$ cat src/rtl/hazard_pkg.sv
// Shared types and constants for the pipeline hazard controller.
package hazard_pkg;

  // Select encodings of the EX-stage operand forwarding muxes.
  localparam logic [1:0] FWD_REG = 2'b00;
  localparam logic [1:0] FWD_WB  = 2'b01;
  localparam logic [1:0] FWD_MEM = 2'b10;

  // Width of the mult/div busy counter; holds latencies up to 63.
  localparam int unsigned CNT_W = 6;

  typedef enum logic [0:0] {
    StIdle,
    StBusy
  } md_state_e;

  // A source depends on a destination only if both name the same non-zero register.
  function automatic logic reg_match(input logic [4:0] src, input logic [4:0] dst);
    return (src != 5'd0) && (src == dst);
  endfunction

endpackage

$ cat src/rtl/hazard_md_seq.sv
// Mult/div sequencer: tracks the multi-cycle unit with a down-counter, raises
// md_busy for the full latency, pulses md_done in the last busy cycle and flags
// HI/LO readers that must wait.
module hazard_md_seq
  import hazard_pkg::*;
#(
  parameter int unsigned MUL_CYCLES = 4,
  parameter int unsigned DIV_CYCLES = 32
) (
  input  logic clk,
  input  logic rst,
  input  logic ex_md_start,
  input  logic ex_md_div,
  input  logic id_rd_hilo,
  output logic md_busy,
  output logic md_done,
  output logic md_hazard
);

  localparam logic [CNT_W-1:0] MUL_LOAD = CNT_W'(MUL_CYCLES - 1);
  localparam logic [CNT_W-1:0] DIV_LOAD = CNT_W'(DIV_CYCLES - 1);

  md_state_e        state_q, state_d;
  logic [CNT_W-1:0] cnt_q, cnt_d;
  logic             busy_q, busy_d;
  logic             done_q, done_d;

  // Next-state: load on start, count down while busy, finish when cnt reaches 1.
  // busy stays high through the done cycle, which is spent back in StIdle.
  always_comb begin
    state_d = state_q;
    cnt_d   = cnt_q;
    busy_d  = 1'b0;
    done_d  = 1'b0;
    unique case (state_q)
      StIdle: begin
        if (ex_md_start) begin
          cnt_d   = ex_md_div ? DIV_LOAD : MUL_LOAD;
          state_d = StBusy;
          busy_d  = 1'b1;
        end
      end
      StBusy: begin
        // A start while busy is ignored; the HI/LO stall keeps legal code from doing it.
        busy_d = 1'b1;
        if (cnt_q != '0) begin
          cnt_d = cnt_q - CNT_W'(1);
        end
        if (cnt_q == CNT_W'(1)) begin
          done_d  = 1'b1;
          state_d = StIdle;
        end
      end
      default: state_d = StIdle;
    endcase
  end

  // State register; reset aborts any operation without a done pulse.
  always_ff @(posedge clk) begin
    if (rst) begin
      state_q <= StIdle;
      cnt_q   <= '0;
      busy_q  <= 1'b0;
      done_q  <= 1'b0;
    end else begin
      state_q <= state_d;
      cnt_q   <= cnt_d;
      busy_q  <= busy_d;
      done_q  <= done_d;
    end
  end

  assign md_busy   = busy_q;
  assign md_done   = done_q;
  // A start in EX already occupies HI/LO, so a reader behind it waits too.
  assign md_hazard = id_rd_hilo & (busy_q | ex_md_start);

endmodule

$ cat src/rtl/hazard_ctrl.sv
// Pipeline hazard controller: operand forwarding selects, load-use and HI/LO
// stalls for the five-stage core.
// Build option: define HAZARD_FWD_EN to enable EX/MEM forwarding; without it the
// selects stay at the regfile and every RAW dependency on EX/MEM stalls instead.
module hazard_ctrl
  import hazard_pkg::*;
#(
  parameter int unsigned MUL_CYCLES = 4,
  parameter int unsigned DIV_CYCLES = 32
) (
  input  logic       clk,
  input  logic       rst,
  input  logic [4:0] id_rs,
  input  logic [4:0] id_rt,
  input  logic       id_use_rs,
  input  logic       id_use_rt,
  input  logic       id_rd_hilo,
  input  logic [4:0] ex_rd,
  input  logic       ex_regwr,
  input  logic       ex_memrd,
  input  logic [4:0] mem_rd,
  input  logic       mem_regwr,
  input  logic       ex_md_start,
  input  logic       ex_md_div,
  output logic [1:0] fwd_a,
  output logic [1:0] fwd_b,
  output logic       stall,
  output logic       bubble,
  output logic       md_busy,
  output logic       md_done
);

  logic       ex_hit_rs, ex_hit_rt, mem_hit_rs, mem_hit_rt;
  logic       load_use, data_stall, md_hazard;
  logic [1:0] fwd_a_d, fwd_b_d, fwd_a_q, fwd_b_q;

  // Register-number comparisons against the two older pipeline stages.
  always_comb begin
    ex_hit_rs  = ex_regwr & reg_match(id_rs, ex_rd);
    ex_hit_rt  = ex_regwr & reg_match(id_rt, ex_rd);
    mem_hit_rs = mem_regwr & reg_match(id_rs, mem_rd);
    mem_hit_rt = mem_regwr & reg_match(id_rt, mem_rd);
    load_use   = ex_memrd & ((id_use_rs & ex_hit_rs) | (id_use_rt & ex_hit_rt));
  end

`ifdef HAZARD_FWD_EN
  // Forward from MEM for an ALU producer in EX, else from WB for a producer in MEM;
  // a load still in EX cannot forward and is covered by the load-use stall.
  always_comb begin
    data_stall = load_use;
    fwd_a_d    = FWD_REG;
    fwd_b_d    = FWD_REG;
    if (ex_hit_rs && !ex_memrd) begin
      fwd_a_d = FWD_MEM;
    end else if (mem_hit_rs) begin
      fwd_a_d = FWD_WB;
    end
    if (ex_hit_rt && !ex_memrd) begin
      fwd_b_d = FWD_MEM;
    end else if (mem_hit_rt) begin
      fwd_b_d = FWD_WB;
    end
  end
`else
  // No forwarding: hold ID until every producer it reads has reached WB.
  always_comb begin
    data_stall = load_use
               | (id_use_rs & (ex_hit_rs | mem_hit_rs))
               | (id_use_rt & (ex_hit_rt | mem_hit_rt));
    fwd_a_d    = FWD_REG;
    fwd_b_d    = FWD_REG;
  end
`endif

  hazard_md_seq #(
    .MUL_CYCLES (MUL_CYCLES),
    .DIV_CYCLES (DIV_CYCLES)
  ) u_md_seq (
    .clk         (clk),
    .rst         (rst),
    .ex_md_start (ex_md_start),
    .ex_md_div   (ex_md_div),
    .id_rd_hilo  (id_rd_hilo),
    .md_busy     (md_busy),
    .md_done     (md_done),
    .md_hazard   (md_hazard)
  );

  assign stall  = data_stall | md_hazard;
  assign bubble = stall;

  // Forward-select registers; a stalled ID sends a bubble into EX, which reads nothing.
  always_ff @(posedge clk) begin
    if (rst) begin
      fwd_a_q <= FWD_REG;
      fwd_b_q <= FWD_REG;
    end else if (stall) begin
      fwd_a_q <= FWD_REG;
      fwd_b_q <= FWD_REG;
    end else begin
      fwd_a_q <= fwd_a_d;
      fwd_b_q <= fwd_b_d;
    end
  end

  assign fwd_a = fwd_a_q;
  assign fwd_b = fwd_b_q;

endmodule

$ cat config.mk
export PLATFORM = sky130hd
export DESIGN_NAME = hazard_ctrl
export DESIGN_NICKNAME = d
export VERILOG_FILES = /design/src/rtl/hazard_pkg.sv /design/src/rtl/hazard_md_seq.sv /design/src/rtl/hazard_ctrl.sv
export SDC_FILE = /design/constraint.sdc
export NUM_CORES = 1
export LEC_CHECK = 0
export ABC_CLOCK_PERIOD_IN_PS = 1550
export BUFFER_PORTS_ARGS = -buffer_cell sky130_fd_sc_hd__buf_2
export CELL_PAD_IN_SITES_DETAIL_PLACEMENT = 0
export CELL_PAD_IN_SITES_GLOBAL_PLACEMENT = 1
export CORE_UTILIZATION = 28
export CTS_CLUSTER_SIZE = 25
export DETAILED_ROUTE_END_ITERATION = 8
export PLACE_DENSITY_LB_ADDON = 0.12
export SETUP_SLACK_MARGIN = 0.02
export SLEW_MARGIN = 20
export SYNTH_ARGS = -nofsm -noshare
export SYNTH_HDL_FRONTEND = slang
export SYNTH_SLANG_ARGS = --single-unit
$ cat constraint.sdc
create_clock -name clk -period 1.55 [get_ports clk]
set_input_delay 0.31 -clock clk [delete_from_list [all_inputs] [get_ports clk]]
set_output_delay 0.31 -clock clk [all_outputs]
set_load 0.005 [all_outputs]
Yosys cells after proc, flatten, opt, wreduce, memory -nomap -nowiden
Cells that the tools add are included.
W data, S select, Z words.
{ "op_classes": {"addsub": 1, "multipliers": 0, "n_div": 0, "magnitude_cmp": 0, "eq_ne": 7, "shift": 0, "muxes": 9, "bitwise": 18, "n_reduce_logical": 9} }
{ "op_table": {"columns": ["op", "count"], "rows": [
  ["$eq A5 B5 Y1", 4],
  ["$mux W6", 2],
  ["$pmux W6 S2", 1],
  ["$and A1 B1 Y1", 10],
  ["$reduce_bool A5 Y1", 2],
  ["$or A1 B1 Y1", 7],
  ["$eq A6 B1 Y1 const B", 1],
  ["$reduce_bool A6 Y1", 1],
  ["$sub A6 B1 Y6 const B", 1],
  ["$mux W5", 1],
  ["$logic_and A1 B1 Y1", 4],
  ["$ne A2 B2 Y1 const B", 2],
  ["$pmux W1 S2", 2],
  ["$mux W1", 3],
  ["$reduce_and A2 Y1", 1],
  ["$reduce_or A2 Y1", 1],
  ["$not A1 Y1", 1]
]} }
{ "word_totals": {"ff_bits": 9, "latch_bits": 0, "mem_bits_rw": 0, "mem_bits_ro": 0, "output_inout_bits": 8, "wordCells": 48, "n_memories": 0} }

Logic depth before layout (Yosys ltp)
Gate-level depths: netlist of the first run.
{ "logic_depth": {"ltp_word": 9, "ltp_mapped": 6, "depth_no_buf": 6} }

Modules after synthesis
From an unflattened synthesis of the first run, not the netlist that was laid out.
{ "hier_totals": {"cells_unflattened": 90, "area_unflattened_um2": 769.5} }
{ "modules_own_cells": {"columns": ["mod", "n_inst", "cells_per_inst", "area_each_um2", "seq_area_each_um2"], "rows": [
  ["hazard_md_seq", 1, 50, 460.4, 180.2],
  ["hazard_ctrl", 1, 40, 309.0, 0.0]
]} }

Least setup slack after synthesis of the first run
OpenSTA, ideal clock, no wires.
{ "synth_timing": {"path_kind": "input to output", "from": "input port id_rt[1]", "to": "output port stall", "arrival_time_ns": 1.278, "required_time_ns": 1.240, "setup_slack_ns": -0.038, "path_stages": 4, "path_buffers": 1, "path_cell_list": "or4_1 o21ai_0 o221ai_1 buf_4"} }
{ "synth_via": {"elab_chain_cells": 9} }
{ "synth_lines": {"columns": ["element", "line_no", "source"], "rows": [
  ["start, declared", "hazard_ctrl.sv:14", "input logic [4:0] id_rt,"],
  ["$eq A5 B5 Y1 or $reduce_bool A5 Y1 (tied branches)", "hazard_pkg.sv:19", "return (src != 5'd0) && (src == dst);"],
  ["$logic_and A1 B1 Y1", "hazard_pkg.sv:19", null],
  ["$and A1 B1 Y1", "hazard_ctrl.sv:40", "ex_hit_rt = ex_regwr & reg_match(id_rt, ex_rd);"],
  ["$and A1 B1 Y1", "hazard_ctrl.sv:43", "load_use = ex_memrd & ((id_use_rs & ex_hit_rs) | (id_use_rt & ex_hit_rt));"],
  ["$or A1 B1 Y1", "hazard_ctrl.sv:43", null],
  ["$and A1 B1 Y1", "hazard_ctrl.sv:43", null],
  ["$or A1 B1 Y1", "hazard_ctrl.sv:68", "| (id_use_rs & (ex_hit_rs | mem_hit_rs))"],
  ["$or A1 B1 Y1 (*)", "hazard_ctrl.sv:69", "| (id_use_rt & (ex_hit_rt | mem_hit_rt));"],
  ["$or A1 B1 Y1 (*)", "hazard_ctrl.sv:89", "assign stall = data_stall | md_hazard;"],
  ["end, declared", "hazard_ctrl.sv:27", "output logic stall,"]
]} }
Every way passes the cells marked *; elsewhere a longest branch is shown, timed or not.

Worst setup path after layout of the first run
{ "layout_timing": {"from": "input port id_rs[1]", "to": "output port bubble"} }
{ "layout_via": {"elab_chain_cells": 9} }
{ "layout_lines": {"columns": ["element", "line_no", "source"], "rows": [
  ["start, declared", "hazard_ctrl.sv:13", "input logic [4:0] id_rs,"],
  ["$eq A5 B5 Y1 or $reduce_bool A5 Y1 (tied branches)", "hazard_pkg.sv:19", null],
  ["$logic_and A1 B1 Y1", "hazard_pkg.sv:19", null],
  ["$and A1 B1 Y1", "hazard_ctrl.sv:39", "ex_hit_rs = ex_regwr & reg_match(id_rs, ex_rd);"],
  ["$and A1 B1 Y1", "hazard_ctrl.sv:43", null],
  ["$or A1 B1 Y1", "hazard_ctrl.sv:43", null],
  ["$and A1 B1 Y1", "hazard_ctrl.sv:43", null],
  ["$or A1 B1 Y1 (*)", "hazard_ctrl.sv:68", null],
  ["$or A1 B1 Y1 (*)", "hazard_ctrl.sv:69", null],
  ["$or A1 B1 Y1 (*)", "hazard_ctrl.sv:89", null],
  ["end, declared", "hazard_ctrl.sv:28", "output logic bubble,"]
]} }
Marked as above.

==> results_dict.tcl, run 1 <==
set metrics [dict create \
    status "finished with violations" \
    synth_edf_count 0 \
    die_x_um 53.8 \
    rows 18 \
    layout.cells.non_filler 163 \
    area_growth_pct 49.1 \
    arrival_ns 1.39 \
    fin_crit_ns 1.70 \
    synth-seq-cells 9 \
    ys.flop_type "dfxtp_1" \
    die_area_um2 2900 \
    rsz0062_at_grt "true" \
    gp_congestion 0.858 \
    fp.coreArea_um2 2500 \
    cts_buffers 3 \
    grt_pass1_wl_mm 3.06 \
    async_flop_share_pct 0 \
    crit_required_ns 1.24 \
    clock_latency_ns 0.27 \
    numClockSinks 9 \
    drt_iter0_drc 10 \
    finClkSkew_ns 0.00298 \
    start_util_pct 30.1 \
    synth_area_um2 752 \
    slowest_stage "or4_4" \
    overflow 0 \
    cts.path.max_buffers 2 \
    track_usage_pct 14.8 \
    final_util_pct 44.8 \
    crit_chain "buf_4, or4_4, o21ai_2, o221ai_2, buf_2" \
    grt_start_max_net_pins 13 \
    yosys.cell_types.count 33 \
    finalPower_uw 757 \
    drive_gt1_share_pct 43.6 \
    max-cap-violations 0 \
    clock.fmax_mhz 588 \
    setup_violations 2 \
    leakage_uw 0.000487 \
    grt_pass1_vias 765 \
    die_h_um 53.8 \
    via_count 813 \
    htreeDepth 1 \
    cp-end-kind "primary output" \
    wire_per_inst_um 12.9 \
    final_nets 166 \
    ys_warn_count 0 \
    finalWorstSetupSlack_ns -0.150 \
    via_per_inst 4.99 \
    start_kind "input port" \
    crit_type "in -> out" \
    drc 0 \
    period_share_pct 110 \
    drt_wl_total_mm 2.10 \
    slew_viol_final 0 \
    fin_tns_setup_ns -0.300 \
    placed_cells 159 \
    p_per_area_nw_per_um2 675 \
    antennaDiodeCount 0 \
    antenna_found_initial 0 \
    max_stage_delay_ns 0.52 \
    netlist_instances 91 \
    path_clk_slew_ns 0.06 \
    synth_area_per_cell_um2 8.26 \
    hold_path.class "in -> reg" \
    synth.yosys.seq_area_share_pct 24.0 \
    violations "setup timing" \
    fin_hold_ws_ns 0.323 \
    hpwl_mm 1.65 \
    tritoncts "yes" \
    critPathMaxFanout 3 \
    ant_nets 0 \
    post_cts_buffers 0 \
    io_buffers 32 \
    irDropWorstVdd_uv 365 \
    ios 38 \
    hold_violations 0 \
    firstDrtPassIters 4 \
    cts_root_buffer "clkbuf_4" \
]
[cells in the final DEF, fill, tap and decap left out, types with 2 or more instances in the layout]
cell	synthesis	final
buf_2	1	24
xor2_1	16	14
buf_4	5	10
dfxtp_1	9	9
buf_6	0	8
nor2_1	7	7
o21ai_0	6	5
xnor2_1	4	4
conb_1	1	4
nor4_2	0	3
and2_1	3	3
a21oi_1	3	3
clkbuf_4	0	3
inv_1	2	2
or4_4	0	2
o21ai_2	0	2
xor2_2	0	2
a32oi_1	2	2
a21boi_0	2	2
nor2b_1	2	2
a31oi_1	2	2
o21ai_1	3	2
nand2_1	2	2
ha_1	2	2
[state kept, by name, summed over array words and instances, names as in the netlist]
signal,cells
u_md_seq.md_done,1
u_md_seq.state_q,1
u_md_seq.md_busy,1
u_md_seq.cnt_q,6
[where the power goes]
part	internal [µW]	switching, µW
sequential	252	20.3
combinational	148	147
clock	99.7	90.0
[per-stage QoR]
| stage | worst slack [ns] | instance area [µm²] |
|---|---|---|
| final | -0.150 | 1120 |
| after global routing | -0.190 | 1120 |
| after CTS | -0.187 | 1030 |
| after detailed placement | -0.212 | 990 |
| after global placement | -0.210 | 990 |
| after floorplan | -0.0245 | 763 |
[cell families (layout without fill, tap and decap cells)]
| group | after synthesis | after routing | share of synthesized area [%] |
|---|---|---|---|
| fa+ha+maj | 2 | 2 | 3.33 |
| flops | 9 | 9 | 24.0 |
| simple gates | 26 | 26 | 21.0 |
| buf+inv | 9 | 48 | 7.15 |
| compound gates | 24 | 24 | 20.8 |
| xor+xnor | 20 | 20 | 23.3 |
| other cells | 1 | 4 | 0.499 |
[what timing repair did]
action | in CTS | in global routing
pin swaps | 3 | 14
hold buffers | 0 | 0
gates resized for setup | 3 | 21
endpoints found under the setup margin | 2 | 2
[layer usage]
layer	wire (µm)	share of wire, %	vias to the layer above	GRT usage, %
met4	40	1.9	0	8.33
met5	0	0	-	0
met2	1120	54	29	27.2
met3	117	5.6	6	1.41
li1	-	-	403	-
met1	815	39	375	16.2
[path summary, 6_finish.rpt]
path / slack [ns] / endpoint / depth (start not counted) / from
setup reg to reg: 0.18 / u_md_seq.cnt_q[2]$_SDFFE_PP0P_ / 5 / u_md_seq.cnt_q[1]$_SDFFE_PP0P_
hold / removal: 0.32 / u_md_seq.cnt_q[3]$_SDFFE_PP0P_ / 2 / rst
hold reg to reg: 0.53 / u_md_seq.cnt_q[5]$_SDFFE_PP0P_ / 2 / u_md_seq.cnt_q[5]$_SDFFE_PP0P_
setup / recovery: -0.15 / bubble / 5 / id_rs[1]
[worst max-delay path, delay by kind of cell]
family	cells	cell delay, ns
compound gates	2	0.29
buf+inv	2	0.27
simple gates	1	0.52
[area by class of cell]
class	count	area, µm²
Timing Repair Buffer	42	285
Sequential cell	9	180
Inverter	2	7.51
Tap cell	30	37.5
Fill cell	232	1380
Multi-Input combinational cell	76	584
Clock buffer	4	26.3
[cell usage after synthesis, drive strengths merged (3+ instances only)]
master  number  area [µm²]
a21boi       3        22.5
a21oi        3        15.0
dfxtp        9         180
and2         3        18.8
nor2         7        26.3
buf          6        42.5
xor2        16         140
nor4         5        46.3
o21ai        9        45.0
xnor2        4        35.0
Note: power is estimated with default switching activity, not from simulation.
==> run 2, diff against run 1 <==
--- a/config.mk
+++ b/config.mk
@@ -8,8 +8,8 @@
 export ABC_CLOCK_PERIOD_IN_PS = 1550
 export BUFFER_PORTS_ARGS = -buffer_cell sky130_fd_sc_hd__buf_2
 export CELL_PAD_IN_SITES_DETAIL_PLACEMENT = 0
-export CELL_PAD_IN_SITES_GLOBAL_PLACEMENT = 1
-export CORE_UTILIZATION = 28
+export CELL_PAD_IN_SITES_GLOBAL_PLACEMENT = 2
+export CORE_UTILIZATION = 21
 export CTS_CLUSTER_SIZE = 25
 export DETAILED_ROUTE_END_ITERATION = 8
 export PLACE_DENSITY_LB_ADDON = 0.12
==> run 2 against run 1 <==
  * The flow still finishes with violations (setup timing)
  * Setup slack got worse by 0.016 ns
  * Core utilization is 12 points lower
  * Clock skew fell by 0.00064 ns
  * Hold slack gained 0.0039 ns
  * Die area increased by 32%
  * Total power decreased by 0.21%
  * Final area increased by 0.78%
  * Critical path depth is the same
  * Combinational power about the same
  * Global-route usage fell by 4.3 points
  * First-iteration DRC count rose to 2.8 times the previous value
  * Clock-buffer cell count unchanged
  * Critical path type unchanged
  * Critical endpoint unchanged
  * Highest routed layer unchanged
==> results_dict.tcl, run 2 (same netlist as run 1, synthesis figures left out) <==
set metrics [dict create \
    antennaDiodeCount 0 \
    fillers 361 \
    rows 21 \
    status "finished with violations" \
    ios 38 \
    max-cap-violations 0 \
    use_met2_pct 16.9 \
    hold_path.class "in -> reg" \
    arrival_ns 1.41 \
    fin_crit_ns 1.72 \
    crit_required_ns 1.24 \
    area_growth_pct 50.2 \
    busiest_layer "met2" \
    drc 0 \
    regArea_um2 180 \
    use_met1_pct 14.6 \
    drive_gt1_share_pct 41.5 \
    cts_buffers 3 \
    pre_cts_ws_ns -0.242 \
    die_x_um 61.8 \
    cts_root_buffer "clkbuf_4" \
    die_h_um 61.8 \
    gr-usage-met3_pct 1.24 \
    final_util_pct 33.3 \
    holdBufCountCts 0 \
    path_clk_slew_ns 0.07 \
    hpwl_mm 1.69 \
    placed_cells 172 \
    clock.fmax_mhz 583 \
    crit_type "in -> out" \
    fin_hold_ws_ns 0.327 \
    crit_chain "buf_6, or4_4, o21ai_1, o221ai_2, buf_2" \
    fp.coreArea_um2 3390 \
    start_kind "input port" \
    post_dp_cell_area_um2 987 \
    numClockSinks 9 \
    cts.path.max_buffers 2 \
    slowest_stage "or4_4" \
    start_util_pct 22.2 \
    finClkSkew_ns 0.00235 \
    gp_congestion 0.680 \
    cp-end-kind "primary output" \
    final_cell_mix "buf_2, xor2_1, dfxtp_1, buf_6, buf_4" \
    grt_pass1_vias 698 \
    die_area_um2 3820 \
    drt_wl_total_mm 2.18 \
    htreeDepth 1 \
    ant_nets 0 \
    grt_pass1_wl_mm 2.99 \
    period_share_pct 111 \
    largest_reg_flops 6 \
    io_buffers 32 \
    clock_latency_ns 0.27 \
    firstDrtPassIters 4 \
    leakage_uw 0.000475 \
    irDropWorstVdd_uv 470 \
    slew_viol_final 0 \
    overflow 0 \
    setup_violations 2 \
    drt_iter0_drc 28 \
    track_usage_pct 10.5 \
    finalWorstSetupSlack_ns -0.166 \
    stdcell_area_um2 1130 \
    wire_per_inst_um 12.4 \
    critPathMaxFanout 3 \
    post_cts_buffers 0 \
    hold_violations 0 \
    multiInputGateArea_um2 583 \
    violations "setup timing" \
    max_stage_delay_ns 0.53 \
    via_count 796 \
    grt_start_max_net_pins 13 \
    largest-register "u_md_seq.cnt_q" \
    rsz0062_at_grt "true" \
    tritoncts "yes" \
    p_per_area_nw_per_um2 669 \
    antenna_found_initial 0 \
    final_common_cell "buf_2" \
    layout.cells.non_filler 176 \
    final_nets 163 \
    via_per_inst 4.52 \
]
[run 2: cell types whose count changed in the layout (fill, tap and decap cells not counted)]
cell | before | now
buf_2 | 24 | 22
buf_4 | 10 | 8
buf_8 | 0 | 1
nor4_1 | 1 | 0
nor4_2 | 3 | 4
o21ai_1 | 2 | 4
o21ai_2 | 2 | 0
[run 2: report_power, final]
part	internal (µW)	switching, µW	leakage, µW
clock	99.7	91.5	0.0000150
combinational	146	146	0.000386
sequential	252	20.1	0.0000744
total	498	258	0.000475
[run 2: what timing repair did]
action                                  in CTS  in global routing
gates resized for setup                     15                 12
endpoints found under the hold margin        0                  0
endpoints found under the setup margin       2                  2
pin swaps                                   11                  4
[run 2: critical path: cells and delay by family]
family	cells	cell delay, ns
and+or+nand+nor	1	0.53
AOI/OAI and AO/OA	2	0.32
buffers and inverters	2	0.25
[run 2: metrics by stage]
step | power [µW] | TNS (ns)
after CTS | 740 | -0.301
after global placement | 539 | -0.488
final | 756 | -0.330
after global routing | 805 | -0.452
after detailed placement | 532 | -0.482
after floorplan | 432 | -0.0245
[run 2: final cells by class]
type                       instances  share of cell area [%]
inverter                           2                   0.664
sequential                         9                    15.9
multi-input combinational         76                    51.6
tap                               46                    5.09
timing repair buffer              39                    24.4
clock buffer                       4                    2.33
[run 2: final timing paths]
kind	startpoint	end	slack (ns)	cells past startpoint
max reg2reg	u_md_seq.cnt_q[1]$_SDFFE_PP0P_	u_md_seq.cnt_q[1]$_SDFFE_PP0P_	0.21	4
min reg2reg	u_md_seq.cnt_q[5]$_SDFFE_PP0P_	u_md_seq.cnt_q[5]$_SDFFE_PP0P_	0.55	2
min	rst	u_md_seq.cnt_q[5]$_SDFFE_PP0P_	0.33	2
max	id_rt[3]	bubble	-0.17	5
[run 2: routing by layer]
metal,vias up,share of wire (%)
li1,397,-
met1,371,47
met2,25,47
met3,3,4.8
met4,0,0.87
met5,-,0
==> run 3, diff against run 2 <==
--- a/config.mk
+++ b/config.mk
@@ -6,12 +6,12 @@
 export NUM_CORES = 1
 export LEC_CHECK = 0
 export ABC_CLOCK_PERIOD_IN_PS = 1550
-export BUFFER_PORTS_ARGS = -buffer_cell sky130_fd_sc_hd__buf_2
 export CELL_PAD_IN_SITES_DETAIL_PLACEMENT = 0
 export CELL_PAD_IN_SITES_GLOBAL_PLACEMENT = 2
-export CORE_UTILIZATION = 21
+export CORE_UTILIZATION = 29
 export CTS_CLUSTER_SIZE = 25
 export DETAILED_ROUTE_END_ITERATION = 8
+export DONT_BUFFER_PORTS = 1
 export PLACE_DENSITY_LB_ADDON = 0.12
 export SETUP_SLACK_MARGIN = 0.02
 export SLEW_MARGIN = 20
==> run 3 against run 2 <==
  * The flow now finishes without violations
  * Setup slack better by 0.24 ns
  * Via count is 18% lower
  * Cell count shrank 30%
  * Combinational power is 36% lower
  * Non-clock buffer count shrank 36
  * Hold slack got worse by 0.22 ns
  * Critical path depth decreased by 1
  * First-iteration DRC count down 54%
==> results_dict.tcl, run 3 (same netlist as run 1, synthesis figures left out) <==
set metrics [dict create \
    start_kind "input port" \
    pre_cts_ws_ns -0.0367 \
    status "finished, final reports clean" \
    drive_gt1_share_pct 11.7 \
    irDropWorstVdd_uv 381 \
    fin_crit_ns 1.48 \
    holdBufCountCts 0 \
    slew_viol_final 0 \
    largest-register "u_md_seq.cnt_q" \
    final_nets 127 \
    crit_type "in -> out" \
    clock_latency_ns 0.26 \
    clock.fmax_mhz 676 \
    track_usage_pct 13.7 \
    firstDrtPassIters 4 \
    leakage_uw 0.000299 \
    htreeDepth 1 \
    via_per_inst 5.27 \
    gp_congestion 0.738 \
    hpwl_mm 1.43 \
    die_area_um2 2800 \
    via_count 654 \
    hold_violations 0 \
    ios 38 \
    die_x_um 52.9 \
    start_util_pct 30.6 \
    tritoncts "yes" \
    drc 0 \
    largest_reg_flops 6 \
    ant_nets 0 \
    drt_iter0_drc 13 \
    p_per_area_nw_per_um2 792 \
    period_share_pct 95.4 \
    fin_hold_ws_ns 0.104 \
    numClockSinks 9 \
    hold_path.class "in -> reg" \
    fillers 276 \
    cp-end-kind "primary output" \
    cts_buffers 3 \
    layout.cells.non_filler 124 \
    area_growth_pct 8.49 \
    placed_cells 120 \
    arrival_ns 1.17 \
    die_h_um 52.9 \
    setup_violations 0 \
    fp.coreArea_um2 2450 \
    crit_required_ns 1.24 \
    overflow 0 \
    cts.path.max_buffers 2 \
    antennaDiodeCount 0 \
    io_buffers 0 \
    drt_wl_total_mm 1.73 \
    finClkSkew_ns 0.00611 \
    post_cts_buffers 0 \
    wire_per_inst_um 14.0 \
    final_cell_mix "xor2_1, dfxtp_1, nor2_1, o21ai_0" \
    critPathMaxFanout 3 \
    cts_root_buffer "clkbuf_4" \
    finalWorstSetupSlack_ns 0.0717 \
    post_dp_cell_area_um2 777 \
    path_clk_slew_ns 0.07 \
    grt_pass1_vias 625 \
    rows 18 \
    stdcell_area_um2 816 \
    post_cts_resized 2 \
    grt_pass1_wl_mm 2.66 \
    antenna_found_initial 0 \
    max-cap-violations 0 \
    grt_start_max_net_pins 13 \
    rsz0062_at_grt "true" \
    r2r_setup_slack_ns 0.20 \
    final_common_cell "xor2_1" \
]
-- run 3: cell count changes in the layout (fill, tap and decap cells not counted), moves of 2 or more --
cell | before | now
nor4_2 | 4 | 1
or4_4 | 2 | 0
buf_6 | 8 | 0
buf_4 | 8 | 3
or4_1 | 0 | 2
xor2_2 | 2 | 0
nor4_1 | 0 | 3
xor2_1 | 14 | 16
buf_2 | 22 | 0
-- run 3: final timing paths --
| kind | to | startpoint | cells after the start |
|---|---|---|---|
| worst max-delay path | stall | id_rs[3] | 4 |
| worst min-delay path | u_md_seq.cnt_q[3]$_SDFFE_PP0P_ | rst | 1 |
| worst max register to register | u_md_seq.cnt_q[0]$_SDFFE_PP0P_ | u_md_seq.cnt_q[1]$_SDFFE_PP0P_ | 5 |
| worst min register to register | u_md_seq.cnt_q[4]$_SDFFE_PP0P_ | u_md_seq.cnt_q[4]$_SDFFE_PP0P_ | 2 |
-- run 3: area by class of cell --
class                   instances  area (µm²)  share of cell area [%]
clock buffers                   4        26.3                    3.22
multi-input cells              76         542                    66.4
flip-flops and latches          9         180                    22.1
well taps                      30        37.5                    4.60
repair buffers                  3        22.5                    2.76
inverters                       2        7.51                   0.920
-- run 3: report_power, final --
group          internal [µW]  switching [µW]  total (µW)
clock                   99.3            86.3         186
sequential               252            21.5         274
combinational           91.5            94.9         186
total                    443             203         646
-- run 3: through the flow --
stage / utilization, % / total power [µW] / TNS [ns]
finish: 33.2 / 646 / 0
floorplan: - / 432 / -0.0245
detailed placement: 31.7 / 461 / -0.0735
CTS: 33.2 / 654 / 0
global route: 33.2 / 707 / 0
global placement: 31.7 / 465 / -0.0649
-- run 3: worst max-delay path, stage by stage --
cell,delay (ns)
xor2_1,0.14
nor4_1,0.31
a32oi_1,0.17
o221ai_2,0.24
-- run 3: layer usage --
layer	up-vias	routed length, µm	GRT usage, %
met5	-	0	0
met4	0	34	9.21
li1	324	-	-
met3	4	124	2.30
met2	29	910	23.8
met1	297	664	15.1
